File: config.mk
export PLATFORM = sky130hd
export DESIGN_NAME = fpu_round_pipe
export DESIGN_NICKNAME = d
export VERILOG_FILES = /design/src/rtl/fpu_pkg.sv /design/src/rtl/fpu_round_core.sv /design/src/rtl/fpu_round_pipe.sv
export SDC_FILE = /design/constraint.sdc
export NUM_CORES = 1
export LEC_CHECK = 0
export BUFFER_PORTS_ARGS = -buffer_cell sky130_fd_sc_hd__buf_4
export CORE_MARGIN = 2
export CORE_UTILIZATION = 30
export DETAILED_ROUTE_END_ITERATION = 12
export GPL_ROUTABILITY_DRIVEN = 0
export SLEW_MARGIN = 10
export SYNTH_ARGS = -nofsm -noshare
export SYNTH_HDL_FRONTEND = slang
export SYNTH_SLANG_ARGS = --single-unit
File: constraint.sdc
create_clock -name clk -period 3.85 [get_ports clk]
set_clock_uncertainty 0.1 [all_clocks]
set_input_delay 0.77 -clock clk [delete_from_list [all_inputs] [get_ports clk]]
set_output_delay 0.77 -clock clk [all_outputs]
set_load 0.01 [all_outputs]
File: src/rtl/fpu_pkg.sv
// Shared rounding-mode encoding and exception flag bit positions for the FPU rounding path.
package fpu_pkg;

    typedef enum logic [2:0] {
        RNE = 3'b000,
        RTZ = 3'b001,
        RDN = 3'b010,
        RUP = 3'b011,
        RMM = 3'b100,
        DYN = 3'b111
    } rm_e;

    localparam int NV = 4;
    localparam int DZ = 3;
    localparam int OF = 2;
    localparam int UF = 1;
    localparam int NX = 0;

    localparam int FLAG_W = 5;

    // 101/110 are reserved; 111 is only legal as a selector, never as a resolved mode.
    function automatic logic rm_reserved(input logic [2:0] rm);
        return (rm == 3'b101) || (rm == 3'b110) || (rm == 3'b111);
    endfunction

endpackage

File: src/rtl/fpu_round_core.sv
// Purpose: combinational round-up decision plus increment/overflow/saturation and flag generation.
// Latency: 0 cycles (pure combinational, two independent halves used by different pipe stages).
// Backpressure: none, stateless.
module fpu_round_core
    import fpu_pkg::*;
#(
    parameter int EXP_W = 8,
    parameter int MAN_W = 23
) (
    input  logic                   dec_sign,
    input  logic                   dec_lsb,
    input  logic                   dec_g,
    input  logic                   dec_r,
    input  logic                   dec_s,
    input  rm_e                    dec_rm,
    output logic                   dec_round_up,

    input  logic                   rnd_sign,
    input  logic [EXP_W-1:0]       rnd_exp,
    input  logic [MAN_W-1:0]       rnd_man,
    input  rm_e                    rnd_rm,
    input  logic                   rnd_round_up,
    input  logic                   rnd_inexact,
    input  logic                   rnd_bad_rm,
    output logic [EXP_W+MAN_W:0]   rnd_data,
    output logic [FLAG_W-1:0]      rnd_flags
);

    localparam int W = EXP_W + MAN_W;

    logic             dec_any;
    logic [W-1:0]     mag;
    logic [W-1:0]     sum;
    logic [EXP_W-1:0] sum_exp;
    logic             special;
    logic             ovf;
    logic             sat_inf;
    logic [W:0]       inf_val;
    logic [W:0]       max_val;

    assign dec_any = dec_g || dec_r || dec_s;

    always_comb begin
        dec_round_up = 1'b0;
        case (dec_rm)
            RNE:     dec_round_up = dec_g && (dec_r || dec_s || dec_lsb);
            RTZ:     dec_round_up = 1'b0;
            RDN:     dec_round_up = dec_any && dec_sign;
            RUP:     dec_round_up = dec_any && !dec_sign;
            RMM:     dec_round_up = dec_g;
            default: dec_round_up = 1'b0;
        endcase
    end

    // Mantissa carry ripples into the exponent naturally through the joint add.
    assign mag     = {rnd_exp, rnd_man};
    assign sum     = mag + {{(W-1){1'b0}}, rnd_round_up};
    assign sum_exp = sum[W-1 -: EXP_W];
    assign special = &rnd_exp;
    assign ovf     = !special && (&sum_exp);

    assign inf_val = {rnd_sign, {EXP_W{1'b1}}, {MAN_W{1'b0}}};
    assign max_val = {rnd_sign, {{(EXP_W-1){1'b1}}, 1'b0}, {MAN_W{1'b1}}};

    always_comb begin
        sat_inf = 1'b1;
        case (rnd_rm)
            RNE, RMM: sat_inf = 1'b1;
            RTZ:      sat_inf = 1'b0;
            RDN:      sat_inf = rnd_sign;
            RUP:      sat_inf = !rnd_sign;
            default:  sat_inf = 1'b1;
        endcase
    end

    always_comb begin
        rnd_data = {rnd_sign, sum};
        if (special) begin
            rnd_data = {rnd_sign, mag};
        end else if (ovf) begin
            rnd_data = sat_inf ? inf_val : max_val;
        end
    end

    // A reserved mode still rounds (as RNE) but must not raise any exception.
    always_comb begin
        rnd_flags = '0;
        if (!special && !rnd_bad_rm) begin
            rnd_flags[NX] = rnd_inexact || ovf;
            rnd_flags[UF] = rnd_inexact && (rnd_exp == '0);
            rnd_flags[OF] = ovf;
        end
    end

endmodule

File: src/rtl/fpu_round_pipe.sv
// Purpose: two-stage FP rounding pipe with frm register, reserved-mode detection and accrued fflags.
// Latency: 2 cycles from input handshake to out_valid; 1 result/cycle when out_ready stays high.
// Backpressure: S2 stalls on !out_ready, S1 fills behind it, then in_ready drops (combinational from out_ready).
module fpu_round_pipe
    import fpu_pkg::*;
#(
    parameter int EXP_W = 8,
    parameter int MAN_W = 23
) (
    input  logic                        clk,
    input  logic                        rst_n,
    input  logic                        in_valid,
    output logic                        in_ready,
    input  logic [EXP_W+MAN_W+3:0]      in_data,
    input  logic [2:0]                  in_rm,
    output logic                        out_valid,
    input  logic                        out_ready,
    output logic [EXP_W+MAN_W:0]        out_data,
    output logic [FLAG_W-1:0]           out_flags,
    output logic                        out_bad_rm,
    input  logic                        frm_we,
    input  logic [2:0]                  frm_wdata,
    output logic [2:0]                  frm,
    output logic [FLAG_W-1:0]           fflags,
    input  logic                        fflags_clr
);

    typedef struct packed {
        logic             sign;
        logic [EXP_W-1:0] exp;
        logic [MAN_W-1:0] man;
        logic             g;
        logic             r;
        logic             s;
    } in_t;

    typedef struct packed {
        logic             sign;
        logic [EXP_W-1:0] exp;
        logic [MAN_W-1:0] man;
        rm_e              rm;
        logic             round_up;
        logic             inexact;
        logic             bad_rm;
    } s1_t;

    in_t                 in_dat;
    logic [2:0]          rm_raw;
    logic                rm_bad;
    rm_e                 rm_eff;
    logic                dec_round_up;
    s1_t                 s1_d;
    s1_t                 s1_q;
    logic                s1_vld;
    logic                s2_adv;
    logic                out_hs;
    logic [EXP_W+MAN_W:0] core_data;
    logic [FLAG_W-1:0]   core_flags;

    assign in_dat = in_t'(in_data);

    // frm is read from the register, so a write in the same cycle only affects later inputs.
    assign rm_raw = (in_rm == DYN) ? frm : in_rm;
    assign rm_bad = rm_reserved(rm_raw);
    assign rm_eff = rm_bad ? RNE : rm_e'(rm_raw);

    assign s2_adv   = !out_valid || out_ready;
    assign in_ready = !s1_vld || s2_adv;
    assign out_hs   = out_valid && out_ready;

    fpu_round_core #(
        .EXP_W (EXP_W),
        .MAN_W (MAN_W)
    ) u_core (
        .dec_sign     (in_dat.sign),
        .dec_lsb      (in_dat.man[0]),
        .dec_g        (in_dat.g),
        .dec_r        (in_dat.r),
        .dec_s        (in_dat.s),
        .dec_rm       (rm_eff),
        .dec_round_up (dec_round_up),
        .rnd_sign     (s1_q.sign),
        .rnd_exp      (s1_q.exp),
        .rnd_man      (s1_q.man),
        .rnd_rm       (s1_q.rm),
        .rnd_round_up (s1_q.round_up),
        .rnd_inexact  (s1_q.inexact),
        .rnd_bad_rm   (s1_q.bad_rm),
        .rnd_data     (core_data),
        .rnd_flags    (core_flags)
    );

    always_comb begin
        s1_d          = '0;
        s1_d.sign     = in_dat.sign;
        s1_d.exp      = in_dat.exp;
        s1_d.man      = in_dat.man;
        s1_d.rm       = rm_eff;
        s1_d.round_up = dec_round_up;
        s1_d.inexact  = in_dat.g || in_dat.r || in_dat.s;
        s1_d.bad_rm   = rm_bad;
    end

    always_ff @(posedge clk or negedge rst_n) begin
        if (!rst_n) begin
            s1_vld <= 1'b0;
            s1_q   <= '0;
        end else if (in_ready) begin
            s1_vld <= in_valid;
            if (in_valid) begin
                s1_q <= s1_d;
            end
        end
    end

    // Output payload only reloads on advance, which keeps it frozen during a stall.
    always_ff @(posedge clk or negedge rst_n) begin
        if (!rst_n) begin
            out_valid  <= 1'b0;
            out_data   <= '0;
            out_flags  <= '0;
            out_bad_rm <= 1'b0;
        end else if (s2_adv) begin
            out_valid <= s1_vld;
            if (s1_vld) begin
                out_data   <= core_data;
                out_flags  <= core_flags;
                out_bad_rm <= s1_q.bad_rm;
            end
        end
    end

    always_ff @(posedge clk or negedge rst_n) begin
        if (!rst_n) begin
            frm <= 3'b000;
        end else if (frm_we) begin
            frm <= frm_wdata;
        end
    end

    always_ff @(posedge clk or negedge rst_n) begin
        if (!rst_n) begin
            fflags <= '0;
        end else if (fflags_clr) begin
            fflags <= out_hs ? out_flags : '0;
        end else if (out_hs) begin
            fflags <= fflags | out_flags;
        end
    end

endmodule

# [Word level (Yosys, flattened, before mapping)]
# Cells that the tools add are included.
[word_totals] regBits=84 input_bits=47 out_inout_bits=48 wordCells=66
[classes] add_sub_neg=1 n_eq_ne=10 muxes=11 n_bitwise=1 reduce_logical=29
[op_table] op="31-bit 2-to-1 mux" n=2
[op_table] op="31-bit by 1-bit adder with 31-bit output" n=1
[op_table] op="24-bit 2-to-1 mux" n=1
[op_table] op="8-bit AND reduction" n=2
[op_table] op="3-bit == test, second input constant" n=5
[op_table] op="3-bit by 2-bit == test with 1-bit output, second input constant" n=4
[op_table] op="3-bit 2-to-1 mux" n=4
[op_table] op="5-bit 2-to-1 mux" n=2
[op_table] op="1-bit logical OR" n=9
[op_table] op="8-bit logical NOT" n=1
[op_table] op="1-bit logical AND" n=7
[op_table] op="1-bit logical NOT" n=6
[op_table] op="5-bit by 3-bit bitwise OR with 5-bit output" n=1
[op_table] op="1-bit case mux with 4 select lines" n=1
[op_table] op="2-bit AND reduction" n=2
[op_table] op="3-bit by 1-bit == test with 1-bit output, second input constant" n=1
[op_table] op="3-bit logical NOT" n=1
[op_table] op="1-bit case mux with 3 select lines" n=1
[op_table] op="2-bit nonzero test" n=1

# [Logic depth before layout (Yosys ltp)]
# Gate-level depths: netlist of run 1.
[logic_depth] depth_word=8 mapped_depth=11 depth_no_buf=9

# [Hierarchy]
# Synthesis of run 1 repeated with hierarchy kept, for this count alone.
[unflattened] hier_cells=420 area_unflattened_um2=4815.9
[modules_own_cells] module="fpu_round_pipe" instances=1 cells_per_inst=208 area_each_um2=3505.9 seq_area_each_um2=2152.1
[modules_own_cells] module="fpu_round_core" instances=1 cells_per_inst=212 area_each_um2=1310.0 seq_area_each_um2=0.0

# [Least setup slack after synthesis of run 1]
# No wires, ideal clock.
[synth_path] path_type="reg-to-reg" startpoint="reg s1_q[6] (netlist name)" endpoint="reg out_data[6]" setup_time_ns=0.126 arrival_time_ns=2.549 t_required_ns=3.624 slack_ns=1.075 path_stages_with_launch=11 n_path_buf=1 synth_period_minus_slack_ns=2.775 path_cell_list="dfrtp_1 -> ha_1 -> ha_1 -> and4_1 -> nand2_1 -> or4_1 -> a221oi_2 -> nand2_1 -> buf_4 -> and3_1 -> o32a_1"
[synth_between] elab_chain_cells=5
[synth_rtl] item="from (decl)" line="fpu_round_pipe.sv:53" rtl="s1_t s1_q;"
[synth_rtl] item="from (signal assigned)" line="fpu_round_pipe.sv:107" rtl="s1_q <= '0;"
[synth_rtl] item="from (signal assigned)" line="fpu_round_pipe.sv:111" rtl="s1_q <= s1_d;"
[synth_rtl] item="31-bit by 1-bit adder with 31-bit output *" line="fpu_round_core.sv:57" rtl="assign sum = mag + {{(W-1){1'b0}}, rnd_round_up};"
[synth_rtl] item="8-bit AND reduction" line="fpu_round_core.sv:60" rtl="assign ovf = !special && (&sum_exp);"
[synth_rtl] item="1-bit logical AND" line="fpu_round_core.sv:60"
[synth_rtl] item="31-bit 2-to-1 mux *" line="fpu_round_core.sv:80" rtl="end else if (ovf) begin"
[synth_rtl] item="31-bit 2-to-1 mux *" line="fpu_round_core.sv:78" rtl="if (special) begin"
[synth_rtl] item="to (signal assigned)" line="fpu_round_pipe.sv:126" rtl="out_data <= core_data;"
[synth_rtl] item="to (decl)" line="fpu_round_pipe.sv:18" rtl="output logic [EXP_W+MAN_W:0] out_data,"
# Every way passes the cells marked *; elsewhere a longest branch is shown, timed or not.
# A chain may end at the register's enable or synchronous reset.

# [Worst setup path in the final report of run 1]
[layout_path] startpoint="reg s1_q[6] (netlist name)" endpoint="reg out_data[16]"
# The elaborated chain is that of the path after synthesis.

==> results of run 1 <==
## cell usage in the layout, fill, tap and decap left out, types with 3 or more instances in the layout
cell type	synthesis	layout
a21oi_1	20	20
dfrtp_1	82	82
xor2_1	4	4
nand2_1	54	54
buf_4	6	100
and4_1	5	5
nor2_1	24	24
nand4_1	16	16
a32o_1	3	3
o211ai_1	4	4
xnor2_1	4	4
nand2b_1	4	4
or3_1	5	5
nor4_1	9	9
and3_1	18	18
a31oi_1	8	8
o32a_1	3	3
conb_1	1	4
nor3_1	13	12
clkbuf_16	0	9
or4_1	3	3
o41ai_1	6	6
o31ai_1	5	5
mux2i_1	3	3
inv_1	5	5
a21o_1	3	3
nand3_1	15	15
and2_1	6	6
mux2_2	36	36
o21ai_0	19	19
## kinds of logic after synthesis
family | after synthesis
AO/OA/AOI/OAI | 94
XOR/XNOR | 8
adder cells (fa/ha/maj) | 2
buffers and inverters | 34
flip-flops | 82
multiplexers | 39
other | 1
AND/OR/NAND/NOR | 181
## area by class of cell
class | count | area share
clock buffers | 12 | 0.04513
well taps | 180 | 0.04124
multi-input cells | 328 | 0.3897
flip-flops and latches | 82 | 0.3757
clock inverters | 3 | 0.007331
repair buffers | 100 | 0.1375
inverters | 5 | 0.003436
## sequential cells by signal, summed over array words and instances (netlist names)
| register | flops |
|---|---|
| s1_q | 38 |
| out_data | 32 |
| fflags | 3 |
| frm | 3 |
| out_flags | 3 |
| out_bad_rm | 1 |
| out_valid | 1 |
| s1_vld | 1 |
## stage by stage
| step | utilization | power, uW | instance area (um^2) | setup slack (ps) | std cells |
|---|---|---|---|---|---|
| after detailed placement | 0.3699 | 1765 | 5175 | 339.3 | 695 |
| final | 0.3904 | 2595 | 5461 | 264.0 | 710 |
| after global placement | 0.3699 | 1752 | 5175 | 506.8 | 695 |
| after floorplan | - | 1452 | 4329 | 1075 | 444 |
| after CTS | 0.3904 | 2621 | 5461 | 352.7 | 710 |
| after global routing | 0.3904 | 2745 | 5461 | 45.69 | 710 |
## routing by layer
| layer | track usage | part of all wire | wire (um) |
|---|---|---|---|
| met5 | 0 | 0 | 0 |
| met4 | 0.05548 | 0.016 | 201 |
| met3 | 0.03663 | 0.060 | 740 |
| met2 | 0.2589 | 0.46 | 5643 |
| met1 | 0.2326 | 0.46 | 5705 |
## power by group
group | internal, uW | switching [uW] | total, uW
clock | 515 | 332 | 847
combinational | 297 | 284 | 580
sequential | 1010 | 159 | 1170
total | 1820 | 775 | 2590
## path summary, 6_finish.rpt
kind | startpoint | end | slack, ps | cells past startpoint
max | s1_q[6] | out_data[16] | 260 | 9
min | out_data[15] | out_data[15] | 380 | 2
max reg2reg | s1_q[6] | out_data[16] | 260 | 9
min reg2reg | out_data[15] | out_data[15] | 380 | 2
max in group asynchronous | rst_n | out_flags[1] | 2430 | 1
min in group asynchronous | rst_n | fflags[2] | 480 | 1
## worst min-delay path, delay by kind of cell (launching register included)
| kind | cells | cell delay, ps |
|---|---|---|
| AND/OR/NAND/NOR | 2 | 100 |
| flip-flops | 1 | 350 |
==> flow_summary_export.csv, run 1 <==
group,metric,value,unit
status,outcome,"finished, final reports clean",
worst_setup_path,worstPathRequired,3970,ps
floorplan,rows,43,
job,drv_cap,0,
worst_setup_path,crit_chain,"ha_1, ha_1, and4_1, nand2_1, or4_1, a221oi_2, nand2_1, and3_1, o32a_1",
yosys,synthesis.area,0.004318,mm^2
grt,grt.overflow.total,0,
routing,wl_per_cell,17.31,um
power,ir_worst_vdd,0.2477,mV
worst_setup_path,start_kind,"flip-flop",
grt,grt_pass1_wl,19.78,mm
floorplan,core_region_area,0.01399,mm^2
yosys,synthAdderAreaFrac,0.005795,
yosys,synth_top_area_frac,0.4752,
clocking,clk-insertion-delay-late,330,ps
grt,globalRouteTotalUtil,0.1673,
sta,finalHoldViolCount,0,
worst_setup_path,critPathMaxFanout,12,
yosys,synth.most_common_cell,"dfrtp_1",
yosys,synth_top_family_by_area,"simple AND/OR/NAND/NOR gates",
floorplan,die_area,0.01537,mm^2
clocking,ctsHoldBuffers,0,
sta,hold_slack,379.6,ps
yosys,synthSimpleGateAreaFrac,0.2173,
cells_and_area,nFillCells,1411,
place,hpwlAfterDp,8.938,mm
worst_setup_path,end_kind,"flip-flop",
clocking,tritoncts,"done",
routing,ant_nets,0,
yosys,synth_compound_area_frac,0.1481,
clocking,post-cts-setup-buffer-count,0,
clocking,htree_levels,3,
worst_setup_path,cp.arrival,3700,ps
yosys,synthArstFlopShare,1.000,
yosys,synth_commonest_cells,"dfrtp_1 (82), nand2_1 (54), mux2_2 (36)",
sta,layout_worst_path_cycle_share,0.9314,
cells_and_area,final_layout_size_suffix_gt1_frac,0.2943,
routing,drt_first_pass_iters,5,
sta,worst_slew_pin_slew,1066,ps
cells_and_area,insertedDiodeCount,0,
yosys,ys.flop_type,"dfrtp_1",
floorplan,io_pins,95,
routing,drc,0,
cells_and_area,ff_latch_area,0.002052,mm^2
cells_and_area,fin_nets,575,
routing,via_per_inst,5.379,
sta,finalCriticalPeriod,3586,ps
worst_hold_path,worstHoldPathType,"reg -> reg",
place,io_buffers,90,
yosys,yosysUniqueCellTypes,58,
sta,fmax,278.9,MHz
power,leakagePower,0.002351,uW
cells_and_area,multi_input_area,0.002128,mm^2
yosys,synth-edff-count,0,
floorplan,die_h,124.0,um
sta,setup_viol,0,
clocking,ctsRootBufferMaster,"clkbuf_16",
clocking,cts_sinks,82,
clocking,cts-resized-gates,0,
clocking,clk_path_buf_depth,2,
worst_setup_path,cp_slowest_stage_delay,530,ps
yosys,ys_seq_area_frac,0.4752,
routing,wl,12.29,mm
sta,setup_tns,0,ps
routing,num_vias,3819,
worst_setup_path,cp_num_buf_inv,0,
grt,antenna_found_initial,0,
yosys,synth_xor_area_frac,0.01623,
sta,slew_headroom,0.2894,
floorplan,fp.dieW,124.0,um
yosys,synth.area.mux_share,0.1008,
yosys,avgSynthCellArea,9.791,um^2
clocking,path_clk_slew,60,ps
yosys,ys_warn_count,0,
yosys,ys_ff_latch,82,
sta,grt_setup_unrepaired,"false",
yosys,syn_inst,441,
routing,dr.first_iter.drc_count,301,
clocking,cts_buffers,9,
worst_setup_path,slowest_stage,"or4_1",
floorplan,initial_core_util,0.3087,
worst_setup_path,cp_top_family,"simple AND/OR/NAND/NOR gates",
grt,grt_max_degree,83,
grt,grt_pass1_vias,3728,
cells_and_area,syn_to_final_growth,26.49,%
worst_setup_path,crit_type,"reg -> reg",
yosys,synthTopCellsByArea,"dfrtp_1 (48%), mux2_2 (9.4%), nand2_1 (4.7%)",
sta,slew_viol_final,0,
yosys,synth_area_leader_cell,"dfrtp_1",
power,power.density,475.1,mW/mm^2
Power figures use the tool's default switching activity.
==> inputs of run 2 (changes only) <==
--- a/config.mk
+++ b/config.mk
@@ -5,6 +5,7 @@
 export SDC_FILE = /design/constraint.sdc
 export NUM_CORES = 1
 export LEC_CHECK = 0
+export ABC_AREA = 1
 export BUFFER_PORTS_ARGS = -buffer_cell sky130_fd_sc_hd__buf_4
 export CORE_MARGIN = 2
 export CORE_UTILIZATION = 30
==> flow_summary_export.csv, run 2 <==
group,metric,value,unit
yosys,synthTopCellsByArea,"dfrtp_1 (43%), nand2_1 (20%), inv_1 (6.6%)",
yosys,synth_commonest_cells,"nand2_1 (257), inv_1 (84), dfrtp_1 (82)",
cells_and_area,fin_nets,813,
clocking,clk-insertion-delay-late,340,ps
worst_setup_path,crit_chain,"ha_1, ha_1, inv_1, nor2_4, nand2_2, inv_1, nand2_1, nand2_1, nand2_1, nor2_1, nand2_1, nor2_4, nand2_2, nand2_1, nand3_1, nand2_1, inv_1",
yosys,synth_top_area_frac,0.4326,
routing,drc,0,
floorplan,die_area,0.01683,mm^2
routing,ant_nets,0,
yosys,ys.flop_type,"dfrtp_1",
worst_setup_path,slowest_stage,"dfrtp_1",
clocking,htree_levels,3,
yosys,avgSynthCellArea,6.975,um^2
yosys,yosysUniqueCellTypes,31,
routing,via_per_inst,4.466,
power,ir_worst_vdd,0.2634,mV
cells_and_area,final_common_cell,"nand2_1",
sta,fmax,366.9,MHz
cells_and_area,final_layout_size_suffix_gt1_frac,0.1899,
power,leakagePower,0.003065,uW
grt,globalRouteTotalUtil,0.1649,
worst_setup_path,cp_num_cells,17,
worst_setup_path,critPathMaxFanout,20,
worst_setup_path,r2r_cells,17,
sta,setup_viol,0,
clocking,tritoncts,"done",
worst_setup_path,cp.arrival,2870,ps
worst_setup_path,cp_num_buf_inv,3,
yosys,synth_area_leader_cell,"dfrtp_1",
place,hpwlAfterDp,9.929,mm
yosys,synthesis.area,0.004743,mm^2
routing,wl_per_cell,13.22,um
cells_and_area,top_register,"s1_q",
status,outcome,"finished, final reports clean",
power,power.density,489.4,mW/mm^2
cells_and_area,syn_to_final_growth,24.06,%
sta,layout_worst_path_cycle_share,0.7078,
clocking,cts_sinks,82,
floorplan,fp.dieW,129.7,um
sta,slew_headroom,0.2955,
routing,dr.first_iter.drc_count,304,
grt,grt.overflow.total,0,
worst_hold_path,min_path_cells,2,
clocking,path_clk_slew,60,ps
clocking,ctsRootBufferMaster,"clkbuf_16",
place,dpl_worst_slack,949.6,ps
grt,grt_pass1_vias,4276,
yosys,ys_seq_area_frac,0.4326,
cells_and_area,largestRegisters,"s1_q: 38 flops, out_data: 32 flops",
yosys,ys_warn_count,0,
worst_setup_path,crit_type,"reg -> reg",
clocking,clk_path_buf_depth,2,
worst_setup_path,cp_slowest_stage_delay,390,ps
worst_hold_path,worstHoldPathType,"reg -> reg",
cells_and_area,utilization,0.3842,
routing,wl,12.96,mm
worst_setup_path,start_kind,"flip-flop",
clocking,cts-resized-gates,0,
clocking,post-cts-setup-buffer-count,0,
routing,drt_first_pass_iters,5,
worst_setup_path,end_kind,"flip-flop",
clocking,ctsHoldBuffers,0,
job,drv_cap,0,
yosys,ys_ff_latch,82,
yosys,syn_inst,680,
grt,grt_pass1_wl,21.65,mm
yosys,synthArstFlopShare,1.000,
sta,worst_slew_pin_slew,1057,ps
cells_and_area,largest_reg_flops,38,
power,power,2880,uW
grt,antenna_found_initial,0,
floorplan,initial_core_util,0.3097,
sta,slew_viol_final,0,
worst_setup_path,cp_top_family,"simple AND/OR/NAND/NOR gates",
sta,finalHoldViolCount,0,
floorplan,die_h,129.7,um
sta,hold_slack,383.6,ps
grt,grt_max_degree,83,
clocking,cts_buffers,9,
cells_and_area,insertedDiodeCount,0,
floorplan,rows,45,
sta,setup_ws,1125,ps
place,io_buffers,90,
routing,num_vias,4377,
sta,grt_setup_unrepaired,"false",
yosys,synth-edff-count,0,
yosys,synth.most_common_cell,"nand2_1",
cells_and_area,mostFrequentLayoutCells,"nand2_1 (257), buf_4 (94), inv_1 (84)",
worst_setup_path,crit_top_cell,"nand2_1",
sta,setup_tns,0,ps
worst_setup_path,worstPathRequired,3990,ps
floorplan,io_pins,95,
sta,finalCriticalPeriod,2725,ps
floorplan,core_region_area,0.01531,mm^2
## run 2: cell types whose count changed in the layout (fill, tap and decap cells not counted), moves of 7 or more
cell	previous run	this run
xor2_1	4	13
nand2_1	54	257
nor4_1	9	1
o21ai_0	19	33
nor2_1	24	71
nand4_1	16	8
nand3_1	15	38
mux2_2	36	3
a21oi_1	20	11
or2_2	1	15
nand2_2	0	7
a31oi_1	8	0
and3_1	18	0
inv_1	5	84
## run 2: worst reg2reg max path: cells and delay by family (launching register included)
family,cells,cell delay (ps)
buffers and inverters,3,280
adders and majority gates,2,440
and+or+nand+nor,12,1400
DFF,1,390
## run 2: metrics by stage
stage,std cells,cell area [um^2]
detailed placement,964,5579
floorplan,683,4755
global placement,964,5579
CTS,980,5884
global route,980,5884
finish,980,5884
## run 2: worst paths after layout
| kind | startpoint | endpoint | slack [ps] |
|---|---|---|---|
| max | s1_q[6] | out_data[18] | 1120 |
| min | out_data[11] | out_data[11] | 380 |
| max reg2reg | s1_q[6] | out_data[18] | 1120 |
| min reg2reg | out_data[11] | out_data[11] | 380 |
| max in group asynchronous | rst_n | s1_q[16] | 2460 |
| min in group asynchronous | rst_n | out_data[21] | 530 |
## run 2: routing by layer
| metal | GRT usage | vias to the layer above | wire length (um) |
|---|---|---|---|
| li1 | - | 2250 | - |
| met1 | 0.2454 | 1983 | 6412 |
| met2 | 0.2424 | 133 | 5517 |
| met3 | 0.03485 | 11 | 876 |
| met4 | 0.04428 | 0 | 153 |
| met5 | 0 | - | 0 |
## run 2: final cells by class
class | count | area, um^2
fill | 1707 | 9430
multi-input combinational | 491 | 2235
sequential | 82 | 2052
timing repair buffer | 94 | 705.7
inverter | 86 | 322.8
tap | 211 | 264.0
clock buffer | 11 | 252.7
clock inverter | 5 | 52.55
## run 2: logic make-up (layout without fill, tap and decap cells)
group           Yosys count  count (layout)  share of synthesized area
flops                    82              82                     0.4326
compound gates           51              51                    0.05619
simple gates            415             415                     0.3698
mux                       3               3                   0.007122
xor+xnor                 16              16                    0.02954
other cells               1               4                  0.0007906
fa+ha+maj                 2               2                   0.005275
buf+inv                 110             196                    0.09865
## run 2: power by group
group	total, uW	leakage, uW	internal (uW)	switching, uW
clock network	877	0.000151	534	343
logic	796	0.00192	364	433
registers	1210	0.000991	1050	161
==> inputs of run 3 (changes only) <==
==> constraint.sdc (replaced) <==
create_clock -name clk -period 2.75 [get_ports clk]
set_clock_uncertainty 0.1 [all_clocks]
set_input_delay 0.55 -clock clk [delete_from_list [all_inputs] [get_ports clk]]
set_output_delay 0.55 -clock clk [all_outputs]
set_load 0.01 [all_outputs]
==> flow_summary_export.csv, run 3 (synthesis results as in run 2) <==
group,metric,value,unit
place,io_buffers,90,
clocking,cts_buffers,9,
floorplan,die_h,129.7,um
clocking,clk-insertion-delay-late,350,ps
routing,wl_per_cell,13.80,um
floorplan,die_area,0.01683,mm^2
power,internal_power,2723,uW
floorplan,initial_core_util,0.3097,
worst_setup_path,crit_start,"s1_q[6]",
cells_and_area,utilization,0.3981,
power,clockPowerShare,0.295,
cells_and_area,final_common_cell,"nand2_1",
grt,globalRouteTotalUtil,0.1659,
routing,num_vias,4466,
power,ir_worst_vdd,0.3066,mV
routing,dr.first_iter.drc_count,221,
sta,finalCriticalPeriod,2556,ps
cells_and_area,insertedDiodeCount,0,
clocking,path_clk_slew,60,ps
routing,via_per_inst,4.493,
clocking,cts_sinks,82,
routing,wl,13.72,mm
cells_and_area,syn_to_final_growth,28.54,%
job,drv_cap,0,
place,hpwlAfterDp,10.24,mm
sta,slew_viol_final,0,
power,power.switching,1327,uW
routing,ant_nets,0,
power,power.density,664.2,mW/mm^2
place,dpl_worst_slack,28.87,ps
clocking,clk_path_buf_depth,2,
floorplan,rows,45,
worst_setup_path,end_kind,"flip-flop",
cells_and_area,fin_nets,828,
floorplan,core_region_area,0.01531,mm^2
sta,finalHoldViolCount,0,
worst_setup_path,crit_type,"reg -> reg",
clocking,ctsRootBufferMaster,"clkbuf_16",
cells_and_area,largestRegisters,"s1_q: 38 flops, out_data: 32 flops",
worst_setup_path,cp.arrival,2750,ps
sta,worst_slew_pin_slew,1409,ps
floorplan,io_pins,95,
worst_setup_path,worstPathRequired,2950,ps
power,pwr-share-seq,0.416,
power,combPwrFrac,0.289,
cells_and_area,nFillCells,1679,
sta,layout_worst_path_cycle_share,0.9295,
sta,slew_headroom,0.05363,
worst_setup_path,reg2reg_from,"s1_q[6]",
worst_hold_path,worstHoldPathType,"in -> async",
floorplan,fp.dieW,129.7,um
cells_and_area,largest_reg_flops,38,
cells_and_area,top_register,"s1_q",
status,outcome,"finished, final reports clean",
power,swShare,0.3276,
grt,grt_pass1_wl,21.60,mm
cells_and_area,final_layout_size_suffix_gt1_frac,0.2082,
clocking,htree_levels,3,
grt,antenna_found_initial,0,
routing,drt_first_pass_iters,4,
sta,setup_viol,0,
routing,drc,0,
power,power,4050,uW
sta,setup_ws,193.9,ps
worst_setup_path,critPathMaxFanout,6,
grt,grt.overflow.total,0,
worst_setup_path,start_kind,"flip-flop",
grt,grt_max_degree,52,
clocking,tritoncts,"done",
sta,fmax,391.2,MHz
grt,grt_pass1_vias,4305,
power,leakagePower,0.003139,uW
cells_and_area,mostFrequentLayoutCells,"nand2_1 (256), buf_4 (102), inv_1 (84)",
-- run 3: cell types whose count changed in the layout (fill, tap and decap cells not counted), sizes merged --
| cell | delta |
|---|---|
| clkinvlp | -1 |
| clkbuf | +1 |
| buf | +12 |
| nand3 | +3 |
| clkinv | -1 |
-- run 3: critical path, stage by stage (launching register included) --
cell and delay [ps]:
dfrtp_1 400, ha_4 170, ha_1 190, inv_1 80, nor2_4 140, nand2_2 90
nor2_2 130, nand3_1 90, nand2_2 120, inv_2 40, nor2_1 80, nand2_1 90
nor2_4 150, buf_12 140, buf_12 110, nand3_4 120, nand3_1 180, nand2_1 60
inv_1 40
-- run 3: path summary, 6_finish.rpt --
kind                       cells past startpoint           end  slack, ps
max                                           18  out_data[12]        190
min                                            1  out_data[31]         40
max reg2reg                                   18  out_data[12]        190
min reg2reg                                    2  out_data[31]        380
max in group asynchronous                      2      s1_q[16]       1890
min in group clk                               3      s1_q[13]        290
-- run 3: what timing repair did --
item                                   in CTS  in global routing
endpoints found under the hold margin       0                  0
setup endpoints to repair                   0                 24
hold buffers                                0                  0
gates resized for setup                     0                 11
setup buffers                               0                  6
-- run 3: per-layer routing --
layer | share of wire | wire [um] | GRT usage | vias up
met2 | 0.43 | 5960 | 0.2495 | 130
met4 | 0.023 | 316 | 0.04997 | 0
li1 | - | - | - | 2282
met5 | 0 | 0 | 0 | -
met3 | 0.069 | 943 | 0.04223 | 20
met1 | 0.47 | 6502 | 0.2356 | 2034
-- run 3: power by group through the flow --
| stage | Clock [uW] | Combinational, uW | Sequential [uW] |
|---|---|---|---|
| after floorplan | 0 | 564 | 1720 |
| after global routing | 1270 | 1320 | 1720 |
| final | 1190 | 1170 | 1690 |
| after detailed placement | 0 | 1160 | 1710 |
| after global placement | 0 | 1150 | 1700 |
| after CTS | 1230 | 1160 | 1690 |
-- run 3: through the flow --
| stage | instance area (um^2) | cells | hold slack [ps] | TNS [ps] |
|---|---|---|---|---|
| finish | 6097 | 994 | 43.75 | 0 |
| global route | 6097 | 994 | 76.89 | -11.59 |
| CTS | 5936 | 985 | 58.75 | 0 |
| detailed placement | 5649 | 970 | 378.0 | 0 |
| global placement | 5649 | 970 | 379.2 | 0 |
| floorplan | 4755 | 683 | 154.4 | 0 |
-- run 3: final cells by class --
| type | instances | area (um^2) | share of cell area |
|---|---|---|---|
| tap | 211 | 264.0 | 0.04330 |
| clock buffer | 12 | 246.5 | 0.04043 |
| sequential | 82 | 2052 | 0.3365 |
| clock inverter | 3 | 40.04 | 0.006567 |
| multi-input combinational | 494 | 2326 | 0.3815 |
| timing repair buffer | 106 | 845.8 | 0.1387 |
| inverter | 86 | 322.8 | 0.05294 |
